[src/rtl/count_en_gen.sv]
// count_en_gen: multi-channel programmable enable/strobe generator.
// Each channel emits a one-cycle en pulse every div sampled run-high edges
// (periodic mode) or once (one-shot mode, then parks in DONE until run drops).
// Optional feature macro: COUNT_EN_GEN_PHASE_ALIGN_EN adds a `sync` input that
// restarts every IDLE/COUNT channel so that running channels become phase aligned.
//
// Counter meaning: cnt holds the number of run-high samples taken in the current
// period, including the edge that wrote it. The terminal test is done on the value
// being written, so a pulse is launched on the N-th sampled edge and is visible in
// the following cycle. After a periodic terminal count cnt rests at div and the next
// sampled edge restarts it at 1, so cnt never exceeds div.
module count_en_gen #(
  parameter int CNT_W   = 16,
  parameter int SEL_W   = 2,
  parameter int DIV_RST = 50
) (
  input  logic                  CLK,
  input  logic                  RST,
`ifdef COUNT_EN_GEN_PHASE_ALIGN_EN
  input  logic                  sync,
`endif
  input  logic                  cfg_we,
  input  logic [SEL_W-1:0]      cfg_sel,
  input  logic [CNT_W-1:0]      cfg_div,
  input  logic                  cfg_oneshot,
  input  logic [2**SEL_W-1:0]   run,
  output logic [2**SEL_W-1:0]   en,
  output logic [2**SEL_W-1:0]   done,
  output logic                  busy
);

  localparam int NCH = 2**SEL_W;

  typedef enum logic [1:0] {
    ST_IDLE  = 2'd0,
    ST_COUNT = 2'd1,
    ST_DONE  = 2'd2
  } state_t;

  // Registered per-channel state
  state_t           state    [NCH];
  logic [CNT_W-1:0] cnt      [NCH];
  logic [CNT_W-1:0] div      [NCH];
  logic [NCH-1:0]   mode;

  // Next-state values
  state_t           state_nx [NCH];
  logic [CNT_W-1:0] cnt_nx   [NCH];
  logic [CNT_W-1:0] div_nx   [NCH];
  logic [NCH-1:0]   mode_nx;
  logic [NCH-1:0]   en_nx;
  logic [NCH-1:0]   done_nx;
  logic             busy_nx;

  // Decoded configuration
  logic [NCH-1:0]   cfg_hit;
  logic [CNT_W-1:0] cfg_div_eff;
  logic             sync_hit;

`ifdef COUNT_EN_GEN_PHASE_ALIGN_EN
  assign sync_hit = sync;
`else
  assign sync_hit = 1'b0;
`endif

  // Value cnt takes on a sampled run-high edge: a fresh start from IDLE, or the
  // edge after a terminal count, begins a new period at 1.
  function automatic logic [CNT_W-1:0] step_count(
    input state_t           st,
    input logic [CNT_W-1:0] c,
    input logic [CNT_W-1:0] d
  );
    if (st == ST_IDLE || c == d) begin
      return CNT_W'(1);
    end
    return c + CNT_W'(1);
  endfunction

  // Decode which channel a config write addresses; a zero divisor is stored as 1
  always_comb begin
    cfg_div_eff = (cfg_div == '0) ? CNT_W'(1) : cfg_div;
    for (int i = 0; i < NCH; i++) begin
      cfg_hit[i] = cfg_we && (cfg_sel == SEL_W'(i));
    end
  end

  // Per-channel next-state logic: sync, then config write, then the FSM itself
  always_comb begin
    busy_nx = 1'b0;
    for (int i = 0; i < NCH; i++) begin
      state_nx[i] = state[i];
      cnt_nx[i]   = cnt[i];
      div_nx[i]   = div[i];
      mode_nx[i]  = mode[i];
      en_nx[i]    = 1'b0;
      done_nx[i]  = done[i];

      if (sync_hit) begin
        if (cfg_hit[i]) begin
          div_nx[i]  = cfg_div_eff;
          mode_nx[i] = cfg_oneshot;
        end
        if (state[i] != ST_DONE) begin
          state_nx[i] = ST_IDLE;
          cnt_nx[i]   = '0;
        end
      end else if (cfg_hit[i]) begin
        div_nx[i]   = cfg_div_eff;
        mode_nx[i]  = cfg_oneshot;
        cnt_nx[i]   = '0;
        state_nx[i] = ST_IDLE;
        done_nx[i]  = 1'b0;
      end else begin
        case (state[i])
          ST_IDLE, ST_COUNT: begin
            if (run[i]) begin
              cnt_nx[i]   = step_count(state[i], cnt[i], div[i]);
              state_nx[i] = ST_COUNT;
              if (cnt_nx[i] == div[i]) begin
                en_nx[i] = 1'b1;
                if (mode[i]) begin
                  state_nx[i] = ST_DONE;
                  cnt_nx[i]   = '0;
                  done_nx[i]  = 1'b1;
                end
              end
            end else if (state[i] == ST_IDLE) begin
              cnt_nx[i] = '0;
            end
          end
          ST_DONE: begin
            cnt_nx[i]  = '0;
            done_nx[i] = 1'b1;
            if (!run[i]) begin
              state_nx[i] = ST_IDLE;
              done_nx[i]  = 1'b0;
            end
          end
          default: begin
            state_nx[i] = ST_IDLE;
            cnt_nx[i]   = '0;
            done_nx[i]  = 1'b0;
          end
        endcase
      end

      busy_nx = busy_nx | (state_nx[i] == ST_COUNT);
    end
  end

  // State and output registers with synchronous reset
  always_ff @(posedge CLK) begin
    if (RST) begin
      for (int i = 0; i < NCH; i++) begin
        state[i] <= ST_IDLE;
        cnt[i]   <= '0;
        div[i]   <= CNT_W'(DIV_RST);
      end
      mode <= '0;
      en   <= '0;
      done <= '0;
      busy <= 1'b0;
    end else begin
      for (int i = 0; i < NCH; i++) begin
        state[i] <= state_nx[i];
        cnt[i]   <= cnt_nx[i];
        div[i]   <= div_nx[i];
      end
      mode <= mode_nx;
      en   <= en_nx;
      done <= done_nx;
      busy <= busy_nx;
    end
  end

endmodule

[config.mk]
export PLATFORM = sky130hd
export DESIGN_NAME = count_en_gen
export DESIGN_NICKNAME = d
export VERILOG_FILES = /design/src/rtl/count_en_gen.sv
export SDC_FILE = /design/constraint.sdc
export NUM_CORES = 1
export LEC_CHECK = 0
export CAP_MARGIN = 20
export CORE_MARGIN = 2
export CORE_UTILIZATION = 35
export CTS_CLUSTER_SIZE = 10
export DETAILED_ROUTE_END_ITERATION = 7
export GPL_TIMING_DRIVEN = 1
export SYNTH_ARGS = -nofsm -noshare
export SYNTH_HDL_FRONTEND = slang
export SYNTH_SLANG_ARGS = --single-unit
[constraint.sdc]
create_clock -name CLK -period 3.3 [get_ports CLK]
set_input_delay 0.66 -clock CLK [delete_from_list [all_inputs] [get_ports CLK]]
set_output_delay 0.66 -clock CLK [all_outputs]
set_load 0.02 [all_outputs]
After elaboration in Yosys (flattened, before gate mapping)
Memories as Yosys holds them, arrays and structs flattened.
Index checks and enable logic that the tools add are counted.
{"block": "op_classes", "addsub": 4, "n_reduce_logical": 30, "mux": 128, "n_bitwise": 23, "n_eq_ne": 35}
{"op": "16-bit two-way mux", "n": 57}
{"op": "16-bit == test", "n": 8}
{"op": "16-bit by 1-bit adder with 16-bit output, second input constant", "n": 4}
{"op": "2-bit two-way mux", "n": 24}
{"op": "1-bit two-way mux", "n": 39}
{"op": "2-bit inequality test, second input constant", "n": 12}
{"op": "2-bit by 1-bit == test with 1-bit output, second input constant", "n": 9}
{"op": "16-bit logical NOT", "n": 1}
{"op": "2-bit case mux with 2 select lines", "n": 4}
{"op": "2-bit OR reduction", "n": 8}
{"op": "4-bit OR reduction", "n": 4}
{"op": "1-bit bitwise OR", "n": 15}
{"op": "2-bit == test, second input constant", "n": 6}
{"op": "3-bit AND reduction", "n": 4}
{"op": "2-bit logical NOT", "n": 5}
{"op": "1-bit inverter", "n": 8}
{"op": "1-bit case mux with 2 select lines", "n": 4}
{"op": "1-bit logical AND", "n": 4}
{"op": "1-bit logical OR", "n": 4}
{"block": "word_totals", "ram_bits": 136, "regBits": 13, "output_inout_bits": 9, "mem_count": 3, "in_bits": 26, "word_cells": 236}
{"memory": "cnt", "words": 4, "width": 16, "read_ports": 4, "rd_ports_with_merged_regs": 0, "write_ports": 4, "line": "42", "text": "logic [CNT_W-1:0] cnt [NCH];"}
{"memory": "div", "words": 4, "width": 16, "read_ports": 4, "rd_ports_with_merged_regs": 0, "write_ports": 4, "line": "43", "text": "logic [CNT_W-1:0] div [NCH];"}
{"memory": "state", "words": 4, "width": 2, "read_ports": 4, "rd_ports_with_merged_regs": 0, "write_ports": 4, "line": "41", "text": "state_t state [NCH];"}

Longest topological paths before layout
Gate-level depths: netlist of the first run.
An unclocked memory read counts as a cell.
{"block": "depth", "ltp_word": 20, "depth_mapped": 12, "depth_no_buf": 10}

Worst setup path after synthesis of the first run
No wires, ideal clock.
{"block": "synth_path", "path_kind": "reg-to-reg", "start": "memory cnt[1][1]", "end": "memory cnt[1][6]", "t_arrival_ns": 2.840, "setup_time_ns": 0.115, "stages_incl_launch_ff": 12, "synth_period_minus_slack_ns": 2.955, "setup_slack_ns": 0.345, "required_ns": 3.185, "n_path_buf": 1, "cell_sequence": "dfxtp_1 > ha_1 > nand3_2 > or4_4 > mux2_4 > nor4_2 > nor3_1 > nor4b_4 > a21oi_2 > buf_6 > a21boi_1 > o21a_1"}
{"element": "start: declaration", "line": "42"}

==> metrics.yaml, run 1 <==
dr.pass1.iters: 5
yosys_register_bits: 149
period_share_pct: 99.5
clock-sinks: 149
placeableCoreArea_sq_um: 27900
wl_mm: 31.2
vias: 10100
drive_gt1_share_pct: 15.1
row_count: 61
cts_buffers: 17
cts-root-buf: "clkbuf_16"
cts_max_level: 4
synth_edf_count: 0
wl_met3_mm: 1.61
clk_latency_ns: 0.43
worst_pin_slew_ns: 1.00
yosysUniqueCellTypes: 91
clk_pin_slew_ns: 0.06
slew_headroom_pct: 32.8
place_hpwl_mm: 22.3
critPathArrivalTime_ns: 3.57
fmax_mhz: 304
synthesis.area_sq_um: 9980
area_growth_pct: 18.7
drt_iter0_markers: 924
nets: 1378
pre_cts_slack_ns: -0.0195
viasPerCell: 5.82
avgSynthCellArea_sq_um: 7.69
clockBufferDepth: 2
status: "finished, final reports clean"
dieArea_sq_um: 29900
die_x_microns: 173
layout_min_cycle_time_ns: 3.28
cp-start-kind: "flip-flop"
critical_path_class: "flip-flop to flip-flop"
route.detailed.drc: 0
leakage_uw: 0.00405
cts_tree: "yes"
stdcell_count: 1737
grt_use_total_pct: 20.1
die_y_microns: 173
async_flop_share_pct: 0
gp_congestion: 0.902
wl_met2_mm: 14.3
clock_skew_ns: 0.0142
grt_pass1_vias: 9223
drt.antenna.violating_nets: 0
syn_nets: 1327
rsz0062_at_grt: "yes"
p_per_area_nw_per_um2: 371
cts_hold_buf: 0
ir_worst_vdd_uv: 370
setup-violations-final: 0
topRoutingLayerUsed: "met5"
synthFlopType: "dfxtp_1"
io_buffers: 34
synthCells: 1297
wl_per_cell_microns: 17.9
drv_slew: 0
grt_pass1_wl_mm: 49.3
initial_core_util_pct: 35.7
cap_violations: 0
r2r_slack_ns: 0.02
holdCritPathClass: "flip-flop to flip-flop"
cp_max_fo: 10
hold_viol: 0
endpoint_kind: "flip-flop"
grt_antenna_before_repair: 1
insertedDiodeCount: 0
wl_met1_mm: 14.6
dpl.cell_count: 1699
worstPathRequired_ns: 3.58
finalPower_uw: 4390
fin_ws_ns: 0.0157
grt_max_degree: 44
seq_area_frac_synth_pct: 29.9
grt_remaining_overflow: 0
ys_warn_count: 0
io_pins: 35
[through the flow]
stage          hold slack (ns)  cell area (sq um)  utilization (%)  setup TNS (ns)
2_1_floorplan            0.437               9980                -               0
3_3_place_gp             0.474              11100             39.6         -0.0139
3_5_place_dp             0.477              11100             39.6         -0.0251
4_1_cts                  0.484              11700             41.8         -0.0369
5_1_grt                  0.503              11800             42.4          -0.136
6_report                 0.472              11800             42.4               0
[cells in the final DEF, fill, tap and decap left out, types with 11 or more instances in the layout]
cell type          n
nand2_1          188
dfxtp_1          138
buf_4            103
a21oi_1           86
nor2_1            78
xnor2_1           69
nand3_1           58
nor3_1            48
nand4_1           41
xor2_1            34
clkdlybuf4s50_1   33
o21ai_0           29
nor4_1            24
inv_1             24
nor2b_1           18
o2111ai_1         17
o211ai_1          17
clkbuf_16         17
a31oi_1           16
and3_1            16
a22o_1            14
or4_1             13
or2_2             11
and4_1            11
a32oi_1           11
o31ai_1           11
nand3b_1          11
dfxtp_2           11
[final timing paths]
check,end,depth (start not counted),from
worst max register to register,busy,11,cnt[1][5]
worst min-delay path,done[1],2,done[1]
worst max-delay path,busy,11,cnt[1][5]
worst min register to register,done[1],2,done[1]
[layer usage]
| layer | global-route usage (%) | vias up |
|---|---|---|
| met3 | 3.52 | 53 |
| met4 | 6.39 | 2 |
| met2 | 32.1 | 305 |
| met5 | 0 | - |
| li1 | - | 4862 |
| met1 | 27.6 | 4882 |
[final cells by class]
type / instances / area (sq um)
fill: 2860 / 16100
multi-input combinational: 1016 / 6530
sequential: 149 / 3000
timing repair buffer: 140 / 1170
clock buffer: 26 / 489
tap: 378 / 473
clock inverter: 4 / 95.1
inverter: 24 / 90.1
[flip-flops by register name, indices dropped and copies added (netlist names)]
signal and count:
cnt 64, state 8, mode 4, busy 1, div 64, done 4
en 4
[critical path, stage by stage (launching register included)]
cell	delay, ns
dfxtp_1	0.32
buf_4	0.16
xnor2_1	0.20
nand4_1	0.21
or4_4	0.63
a311o_1	0.34
a222oi_1	0.29
and4_4	0.35
buf_4	0.14
nand3_1	0.11
a22oi_2	0.24
a31oi_1	0.14
[power breakdown]
part | leakage, uW | switching, uW | internal (uW)
clock | 0.000284 | 759 | 1240
sequential | 0.00121 | 51.9 | 1840
combinational | 0.00255 | 303 | 197
[cell usage after synthesis (5+ instances only)]
cell | count | share of area [%]
a32oi_1 | 12 | 1.1
dfxtp_1 | 149 | 30
nor3b_1 | 11 | 0.83
o21a_1 | 7 | 0.53
clkbuf_1 | 59 | 2.2
o2111ai_1 | 17 | 1.5
nand2b_1 | 6 | 0.38
nor2b_1 | 18 | 1.1
nor3_1 | 49 | 2.5
and2_1 | 8 | 0.50
o221ai_1 | 5 | 0.44
or2_2 | 11 | 0.69
o31ai_1 | 11 | 0.83
a31oi_1 | 16 | 1.0
nand4_1 | 41 | 2.6
xor2_1 | 35 | 3.1
o21ai_1 | 6 | 0.30
nand4b_1 | 7 | 0.61
or3_1 | 10 | 0.63
o22a_1 | 6 | 0.53
nor4_2 | 9 | 1.1
xnor2_1 | 69 | 6.1
nand3b_1 | 11 | 0.83
a21oi_1 | 86 | 4.3
or4_1 | 15 | 1.1
and4_1 | 12 | 1.1
nor2_1 | 78 | 2.9
and3_1 | 16 | 1.0
nor4_1 | 25 | 1.6
buf_2 | 33 | 1.7
inv_1 | 24 | 0.90
o21ai_0 | 29 | 1.5
nand3_1 | 58 | 2.9
nand2_1 | 188 | 7.1
a211oi_1 | 12 | 0.90
and3b_1 | 5 | 0.44
a22o_1 | 14 | 1.2
o211ai_1 | 17 | 1.3
mux2i_1 | 6 | 0.60
buf_1 | 8 | 0.30
o31a_1 | 9 | 0.79
a22oi_1 | 7 | 0.53
[timing repair]
item | CTS | global route
cloned | 0 | 1
setup endpoints to repair | 6 | 65
setup buffers | 0 | 7
pin swaps | 0 | 6
gates resized for setup | 4 | 27
[cell families after synthesis]
logic type                 count (synthesis)  share of synthesized area [%]
AOI/OAI and AO/OA                        293                           20.6
xor gates and xnor gates                 106                           9.59
adders and majority gates                  4                          0.502
buffers and inverters                    133                           5.76
DFF                                      149                           29.9
muxes                                     11                           1.20
and+or+nand+nor                          601                           32.5
No activity file was read; power rests on OpenSTA's default activity.
==> inputs of run 2 (changes only) <==
GPL_TIMING_DRIVEN = unset   (was 1)
clock period = 3.77 ns   (was 3.3 ns; I/O delays follow)
==> metrics.yaml, run 2 (synthesized netlist as in run 1, its figures left out) <==
row_count: 61  # unchanged
seq_power_share_pct: 42.6  # -0.4 points
fillers: 2873  # +0.45%
initial_core_util_pct: 35.7  # unchanged
endpoint_kind: "flip-flop"
dieArea_sq_um: 29900  # unchanged
clockBufferDepth: 2  # unchanged
setup-violations-final: 0  # unchanged
combPwrFrac_pct: 9.9  # -1.5 points
slew_headroom_pct: 34.8  # +2.0 points
p_clk_share_pct: 47.5  # +1.9 points
area_growth_pct: 12.0
die_x_microns: 173  # unchanged
ir_worst_vdd_uv: 344  # -7.0%
stdcell_count: 1663  # -4.3%
leakage_uw: 0.00365  # -10%
cts_resized: 0  # -4
io_buffers: 34  # unchanged
critPathArrivalTime_ns: 3.83  # +0.26 ns
wl_mm: 29.1  # -6.7%
grt_remaining_overflow: 0  # unchanged
dr.pass1.iters: 7  # +2
wl_met1_mm: 14.0  # -4.2%
grt_use_total_pct: 19.2  # -0.97 points
layout_min_cycle_time_ns: 3.54  # +0.252 ns
drt.antenna.violating_nets: 0  # unchanged
grt_pass1_wl_mm: 47.2  # -4.3%
cts_buffers: 17  # unchanged
final_cell_mix: "188 x nand2_1, 149 x dfxtp_1, 86 x a21oi_1"
rsz0062_at_grt: "no"
wl_met3_mm: 1.54  # -4.4%
die_y_microns: 173  # unchanged
grt_antenna_before_repair: 0  # -1
critical_path_class: "flip-flop to flip-flop"
switching_share_pct: 25.7  # +0.35 points
topRoutingLayerUsed: "met4"
grt_max_degree: 26  # -41%
worst_pin_slew_ns: 0.974  # -0.0303 ns
cts-root-buf: "clkbuf_16"
clock-sinks: 149  # unchanged
reg_top3: "cnt x64, div x64, state x8"
grt_pass1_vias: 8805  # -4.5%
period_share_pct: 93.8  # -5.7 points
cts_max_level: 4  # unchanged
status: "finished, final reports clean"
dpl.cell_count: 1631  # -4.0%
cts_setup_buffers: 0  # unchanged
clk_latency_ns: 0.43  # about the same
holdCritPathClass: "flip-flop to flip-flop"
cap_violations: 0  # unchanged
worstPathRequired_ns: 4.06  # +0.48 ns
p_switching_uw: 1000  # -10%
cts_hold_buf: 0  # unchanged
route.detailed.drc: 0  # unchanged
finalPower_uw: 3900  # -11%
clk_pin_slew_ns: 0.06  # about the same
layout_commonest_cell: "nand2_1"
power.internal_uw: 2900  # -12%
gp_congestion: 0.946  # +4.9%
place_hpwl_mm: 21.2  # -5.2%
wl_met2_mm: 13.1  # -8.5%
viasPerCell: 5.79  # -0.50%
fmax_mhz: 283  # -7.1%
drv_slew: 0  # unchanged
clock_skew_ns: 0.00894  # -0.00527 ns
placeableCoreArea_sq_um: 27900  # unchanged
nets: 1302  # -5.5%
p_per_area_nw_per_um2: 349  # -5.9%
wl_per_cell_microns: 17.5  # -2.6%
cp-start-kind: "flip-flop"
hold_viol: 0  # unchanged
drt_iter0_markers: 772  # -16%
cp_max_fo: 23  # +13
regArea_sq_um: 2980  # -0.46%
vias: 9625  # -4.7%
insertedDiodeCount: 0  # unchanged
drive_gt1_share_pct: 8.64  # -6.4 points
multi_input_area_sq_um: 6430  # -1.6%
io_pins: 35  # unchanged
cts_tree: "yes"
setup-tns-final_ns: 0  # unchanged
[run 2: cell types whose count changed in the layout (fill, tap and decap cells not counted), moves of 3 or more]
cell	before	now
dfxtp_2	11	0
buf_4	103	31
clkbuf_1	6	1
dfxtp_1	138	149
buf_12	3	0
clkinv_4	0	4
[run 2: power by group through the flow]
stage	combinational (uW)	clock (uW)	sequential [uW]
after floorplan	262	0	1670
after global placement	379	0	1700
after detailed placement	380	0	1700
after CTS	382	1890	1660
after global routing	425	1960	1670
final	386	1850	1660
[run 2: cell type report]
cell class / instances / area share (%)
inverters: 24 / 0.806
repair buffers: 65 / 5.08
clock buffers: 20 / 4.09
multi-input cells: 1015 / 57.5
well taps: 378 / 4.23
flip-flops and latches: 149 / 26.7
clock inverters: 12 / 1.59
[run 2: worst paths after layout]
check	startpoint	to	slack (ns)	depth (start not counted)
worst max register to register	cnt[0][1]	cnt[0][10]	0.23	10
worst max-delay path	cnt[0][1]	cnt[0][10]	0.23	10
worst min-delay path	done[1]	done[1]	0.47	2
worst min register to register	done[1]	done[1]	0.47	2
[run 2: per-layer routing]
layer / GRT usage (%) / up-vias
met2: 30.0 / 285
met4: 4.94 / 0
li1: - / 4724
met5: 0 / -
met3: 3.89 / 39
met1: 26.8 / 4577
[run 2: worst max-delay path: stages, from the launching register on]
cell      delay, ns
dfxtp_1        0.43
ha_1           0.29
nand3_1        0.25
or4_1          0.65
xor2_1         0.20
nor2_1         0.06
a221oi_1       0.21
nor4b_2        0.57
a31oi_4        0.36
a32oi_1        0.31
nor2_1         0.06
[run 2: through the flow]
stage / worst slack, ns / hold slack [ns] / instance area [sq um] / utilization [%]
2_1_floorplan: 0.815 / 0.437 / 9980 / -
3_3_place_gp: 0.358 / 0.455 / 10500 / 37.7
3_5_place_dp: 0.313 / 0.463 / 10500 / 37.7
4_1_cts: 0.293 / 0.480 / 11200 / 40.0
5_1_grt: 0.00556 / 0.501 / 11200 / 40.0
6_report: 0.234 / 0.469 / 11200 / 40.0
